===== src/rtl/stream_upsizer.sv =====
// stream_upsizer: packs RATIO consecutive DATA_WIDTH words from an FWFT FIFO
// into one RATIO*DATA_WIDTH beat. A word flagged s_last closes the beat early.
// The output beat is fully registered; s_read is the only combinational output.
module stream_upsizer #(
  parameter int unsigned DATA_WIDTH = 32,
  parameter int unsigned RATIO      = 4,
  parameter int unsigned CNT_WIDTH  = 2
) (
  input  logic                          clk,
  input  logic                          reset,
  input  logic                          s_empty_n,
  input  logic [DATA_WIDTH-1:0]         s_dout,
  input  logic                          s_last,
  output logic                          s_read,
  input  logic                          m_full_n,
  output logic                          m_write,
  output logic [RATIO*DATA_WIDTH-1:0]   m_din,
  output logic [RATIO-1:0]              m_keep,
  output logic                          m_last
);

  logic [DATA_WIDTH-1:0]       stage [RATIO-1];
  logic [CNT_WIDTH-1:0]        cnt;

  logic                        out_valid;
  logic [RATIO*DATA_WIDTH-1:0] out_data;
  logic [RATIO-1:0]            out_keep;
  logic                        out_last;

  logic                        pop;
  logic                        out_free;
  logic                        closing;
  logic [RATIO*DATA_WIDTH-1:0] beat_data;
  logic [RATIO-1:0]            beat_keep;

  assign pop      = out_valid & m_full_n;
  assign out_free = !out_valid | m_full_n;
  assign closing  = (cnt == CNT_WIDTH'(RATIO - 1)) | s_last;
  // A closing word needs room in the output register; staging words do not.
  assign s_read   = reset & s_empty_n & (!closing | out_free);

  assign m_write  = out_valid;
  assign m_din    = out_data;
  assign m_keep   = out_keep;
  assign m_last   = out_last;

  // Assemble the candidate beat: staged lanes below cnt, head word at cnt, zeros above.
  always_comb begin
    beat_data = '0;
    beat_keep = '0;
    for (int unsigned k = 0; k < RATIO - 1; k++) begin
      if (k < 32'(cnt)) beat_data[k*DATA_WIDTH +: DATA_WIDTH] = stage[k];
    end
    for (int unsigned k = 0; k < RATIO; k++) begin
      if (k == 32'(cnt)) beat_data[k*DATA_WIDTH +: DATA_WIDTH] = s_dout;
      if (k <= 32'(cnt)) beat_keep[k] = 1'b1;
    end
  end

  // Lane counter and staging lanes: stage non-closing words, restart on close.
  always_ff @(posedge clk or negedge reset) begin
    if (!reset) begin
      cnt <= '0;
      for (int unsigned k = 0; k < RATIO - 1; k++) stage[k] <= '0;
    end else if (s_read) begin
      if (closing) begin
        cnt <= '0;
      end else begin
        cnt <= cnt + CNT_WIDTH'(1);
        for (int unsigned k = 0; k < RATIO - 1; k++) begin
          if (k == 32'(cnt)) stage[k] <= s_dout;
        end
      end
    end
  end

  // Output register: load on a closing accept (even while popping), else clear on pop.
  always_ff @(posedge clk or negedge reset) begin
    if (!reset) begin
      out_valid <= 1'b0;
      out_data  <= '0;
      out_keep  <= '0;
      out_last  <= 1'b0;
    end else if (s_read && closing) begin
      out_valid <= 1'b1;
      out_data  <= beat_data;
      out_keep  <= beat_keep;
      out_last  <= s_last;
    end else if (pop) begin
      out_valid <= 1'b0;
    end
  end

endmodule


===== config.mk =====
export PLATFORM = sky130hd
export DESIGN_NAME = stream_upsizer
export DESIGN_NICKNAME = d
export VERILOG_FILES = /design/src/rtl/stream_upsizer.sv
export SDC_FILE = /design/constraint.sdc
export NUM_CORES = 1
export LEC_CHECK = 0
export CORE_MARGIN = 2
export CORE_UTILIZATION = 48
export CTS_CLUSTER_DIAMETER = 80
export DETAILED_ROUTE_END_ITERATION = 16
export GPL_ROUTABILITY_DRIVEN = 0
export PLACE_DENSITY = 0.88
export SKIP_LAST_GASP = 1
export SLEW_MARGIN = 10
export SYNTH_ARGS = -nofsm -noshare
export SYNTH_HDL_FRONTEND = slang
export SYNTH_SLANG_ARGS = --single-unit

===== constraint.sdc =====
create_clock -name clk -period 1.9 [get_ports clk]
set_input_delay 0.19 -clock clk [delete_from_list [all_inputs] [get_ports clk]]
set_output_delay 0.19 -clock clk [all_outputs]
set_load 0.01 [all_outputs]

======== Word-level counts from Yosys, hierarchy flattened ========
Cells that the tools add are included.
storage, ports and cells
  bits in registers ....................... 232
  bits of input ports ..................... 37
  output and inout port bits .............. 135
  word-level logic and storage cells ...... 47
cells by class
  add/sub/neg operators ................... 1
  $lt $le $gt $ge ......................... 6
  equality and inequality tests ........... 4
  mux-type cells .......................... 13
  bitwise operators ....................... 7
  reductions and logical operators ........ 8
operators by type and width
  kind                                                 count
  two-way mux 32 bit                                   7
  AND reduction 3 bit                                  3
  two-way mux 1 bit                                    5
  equality test 2 bit (first input constant)           2
  <= comparator 2 bit (first input constant)           2
  < comparator 1 x 2 -> 1 bit (first input constant)   2
  AND 1 bit                                            3
  OR 1 bit                                             3
  adder 2 x 1 -> 2 bit (second input constant)         1
  equality test 1 x 2 -> 1 bit (first input constant)  1
  equality test 2 bit (second input constant)          1
  <= comparator 1 x 2 -> 1 bit (first input constant)  1
  zero test 1 bit                                      2
  zero test 2 bit                                      1
  < comparator 2 bit (first input constant)            1
  two-way mux 2 bit                                    1
  nonzero test 2 bit                                   1
  logical AND 1 bit                                    1
  inverter 1 bit                                       1

======== Logic depth before layout (Yosys ltp) ========
  depth in word-level cells ............... 7
  gate-level depth with buffers ........... 7
  mapped depth without buffers ............ 5

======== Least setup slack after synthesis ========
No wires, ideal clock.
  path kind ............................... register to register
  start ................................... reg cnt[1]
  end ..................................... reg out_data[10], in the netlist m_din[10]
  library setup time ...................... 0.125 ns
  arrival ................................. 1.788 ns
  required time ........................... 1.775 ns
  path slack .............................. -0.012 ns
  stages on the path, launching flop included .. 7
  buffers on the path ..................... 2
  period minus slack after synthesis ...... 1.912 ns
  cell sequence ........................... dfrtp_1 > inv_1 > ha_1 > buf_2 > clkbuf_1 > mux2_2 > mux2_2
between the ends
  longest elaborated chain between the ends .. 6
  elaborated cells between the ends (all ways) .. 10
  classes of those cells .................. order compare (1); eq/ne (1); mux (2); bitwise (3); reduce/logical (3)
ends and longest elaborated chain
  what                    RTL line  RTL
  start, declared         23        logic [CNT_WIDTH-1:0] cnt;
  start signal, assigned  69        cnt <= cnt + CNT_WIDTH'(1);
  equality test 2 bit     38        assign closing = (cnt == CNT_WIDTH'(RATIO - 1)) | s_last;
  OR 1 bit                38
  zero test 1 bit         40        assign s_read = reset & s_empty_n & (!closing | out_free);
  OR 1 bit                40
  AND 1 bit               40
  logical AND 1 bit       84        end else if (s_read && closing) begin
  end signal, assigned    86        out_data <= beat_data;
  end, declared           26        logic [RATIO*DATA_WIDTH-1:0] out_data;
Several ways; a longest one is shown, not always the timed one.
A chain may end at the register's enable or synchronous reset.

======== Worst setup path after layout ========
  start ................................... reg cnt[1]
  end ..................................... reg out_data[31], in the netlist m_din[31]
Same word-level chain as after synthesis.

==> results.yml <==
run_status:
  status: "finished, violations left"
  violations: "negative setup slack"
power_and_ir_drop:
  p_leak_uw: 0.00626
  ir_worst_vdd_uv: 867
  p_per_area_mw_per_mm2: 1360
  totalPowerFinal_uw: 18700
clock_network:
  cts_tree: "done"
  clockRootBuffer: "clkbuf_16"
  cts_buffers: 24
  clkLatencyLatePin_ps: 510
  clockBufferDepth: 3
  clk_pin_slew_worst_paths_ps: 60
  clock_sinks: 232
  htreeDepth: 1
route:
  dr.pass1.iters: 4
  drt-wirelength-per-cell_um: 24.0
  detail_route.iter0.violations: 365
  route.antenna.remaining_nets: 0
  drc: 0
  totalWireLength_um: 27300
  routed_via_density: 5.79
  num_vias: 6584
global_routing:
  grt_pass1_wl_um: 37900
  gr-total-overflow: 0
  grt_pass1_vias: 6642
  grt_antenna_before_repair: 0
  track_usage_pct: 22.3
  grt_max_degree: 140
worst_setup_path:
  reg2reg_slack_ps: -50
  crit_required_ps: 2290
  cp-start-kind: "flip-flop"
  arrival_ps: 2340
  r2r_cells: 7
  reg2reg_to: "m_din[31]$_DFFE_PN0P_"
  critPathMaxFanout: 7
  worstSetupPathType: "flip-flop to flip-flop"
  cp-end-kind: "flip-flop"
  reg2reg_from: "cnt[1]$_DFFE_PN0N_"
timing:
  slew_headroom_pct: 49.0
  setup_slack_ps: -53.8
  fmax_ghz: 0.512
  post-route-min-period_ps: 1950
  finalClockSkew_ps: 9.55
  finalSetupViolCount: 73
  slew_violations: 0
  fin_crit_sh_pct: 103
  worst_pin_slew_ps: 765
  final_hold_viol_count: 0
  rsz0062_at_grt: "true"
yosys:
  async_reset_ff_share_pct: 100
  ys_warn_count: 0
  synth_top_area_share_pct: 58.9
  yosys.area.top_type: "dfrtp_1"
  yosysSeqAreaShare_pct: 58.9
  syn-num-nets: 681
  ys_types: 24
  avgSynthCellArea_um2: 15.4
  ys.flop_type: "dfrtp_1"
  yosys-top-cells-count: "232 x dfrtp_1, 181 x mux2_2, 95 x a22o_1"
  netlist_area_mm2: 0.00985
  syn_inst: 638
  yosysMostFrequentCell: "dfrtp_1"
  synth_seq_cells: 232
  synth.area.top_cells: "dfrtp_1 59%, mux2_2 21%, a22o_1 8.4%, mux2_4 6.1%, buf_2 1.0%"
  synth_edf_count: 0
floorplanning:
  dieHeight_um: 147
  coreArea_mm2: 0.0202
  ios: 172
  start_util_pct: 48.8
  die_area_mm2: 0.0217
  die_width_um: 147
  num_rows: 52
layout:
  post-route-util_pct: 68.3
  layout-drive-gt1-share_pct: 39.1
  nNetsFinal: 897
  final_cells: 1138
  n_antenna_cell: 0
  syn_to_final_growth_pct: 39.9
  final_cell_area_mm2: 0.0138
placement:
  placed_area_mm2: 0.0122
  post-place-ws_ps: -48.2
  dp_cells: 1070
  hpwl_um: 15000
  port_buffers: 171
hold_path:
  hp-class: "input port to async pin"
job:
  maxCapViolations: 0
layout make-up:
type                       instances  area [um2]
tap                              270         338
sequential                       232        5810
clock inverter                     4        95.1
fill                            1297        6390
clock buffer                      36         717
multi-input combinational        359        4100
inverter                           4        18.8
timing repair buffer             233        2700
critical path: stages (launching register included):
cell        delay (ps)
dfrtp_1            400
buf_6              130
buf_6              110
clkinvlp_4         110
ha_4               270
clkbuf_16          220
mux2_2             340
mux2_2             260
worst max-delay path by stage:
| stage | startpoint | endpoint | slack [ps] | cells past startpoint |
|---|---|---|---|---|
| finish | cnt[1]$_DFFE_PN0N_ | m_din[31]$_DFFE_PN0P_ | -50 | 7 |
| CTS | cnt[1]$_DFFE_PN0N_ | m_din[38]$_DFFE_PN0P_ | -50 | 8 |
| global route | cnt[1]$_DFFE_PN0N_ | m_din[15]$_DFFE_PN0P_ | -90 | 7 |
| floorplan | cnt[1]$_DFFE_PN0N_ | m_din[10]$_DFFE_PN0P_ | -10 | 6 |
| detailed placement | cnt[0]$_DFFE_PN0N_ | m_din[46]$_DFFE_PN0P_ | -50 | 5 |
| global placement | cnt[0]$_DFFE_PN0N_ | m_din[45]$_DFFE_PN0P_ | -20 | 5 |
where the power goes:
part | internal [uW] | switching [uW]
registers | 6670 | 1060
logic | 3840 | 2260
clock network | 2990 | 1850
total | 13500 | 5170
layer usage:
| metal | vias to the layer above | routed length, um | global-route usage (%) |
|---|---|---|---|
| met5 | - | 0 | 0 |
| met4 | 0 | 569 | 5.24 |
| met3 | 52 | 1380 | 3.70 |
| met2 | 222 | 13500 | 37.5 |
| met1 | 3506 | 11800 | 30.6 |
| li1 | 2804 | - | - |
logic make-up after synthesis:
| family | Yosys count | share of synthesized area [%] |
|---|---|---|
| adder cells (fa/ha/maj) | 6 | 0.762 |
| multiplexers | 225 | 27.2 |
| AND/OR/NAND/NOR | 22 | 1.33 |
| AO/OA/AOI/OAI | 104 | 8.98 |
| flip-flops | 232 | 58.9 |
| buffers and inverters | 49 | 2.73 |
timing repair:
action | 4_1_cts | 5_1_grt
pin swaps | 1 | 2
buffers inserted | 4 | 8
setup endpoints to repair | 62 | 159
resized for setup | 8 | 83
gates cloned | 3 | 13
hold buffers | 1 | 0
endpoints found under the hold margin | 175 | 0
registers in the layout (all words and copies together) (netlist names):
register and cells:
cnt 2, m_keep 4, m_din 128, stage 96, m_last 1, m_write 1
metrics by stage:
stage,setup TNS [ps],hold WS (ps)
2_1_floorplan,-372,-106
3_3_place_gp,-297,-15.1
3_5_place_dp,-1870,-14.0
4_1_cts,-920,58.6
5_1_grt,-5830,81.2
6_report,-1410,73.7
cell usage in the layout (no fill, tap or decap), types with 5 or more instances in the layout:
cell,synthesis,layout
buf_12,0,20
a22o_1,95,95
mux2_4,40,92
buf_4,0,20
o21ai_0,6,5
clkbuf_8,0,5
clkbuf_16,0,36
nand2_1,8,6
clkbuf_1,17,6
clkdlybuf4s50_1,0,169
mux2_2,181,132
buf_6,8,6
dfrtp_1,232,232
Power figures use the tool's default switching activity.
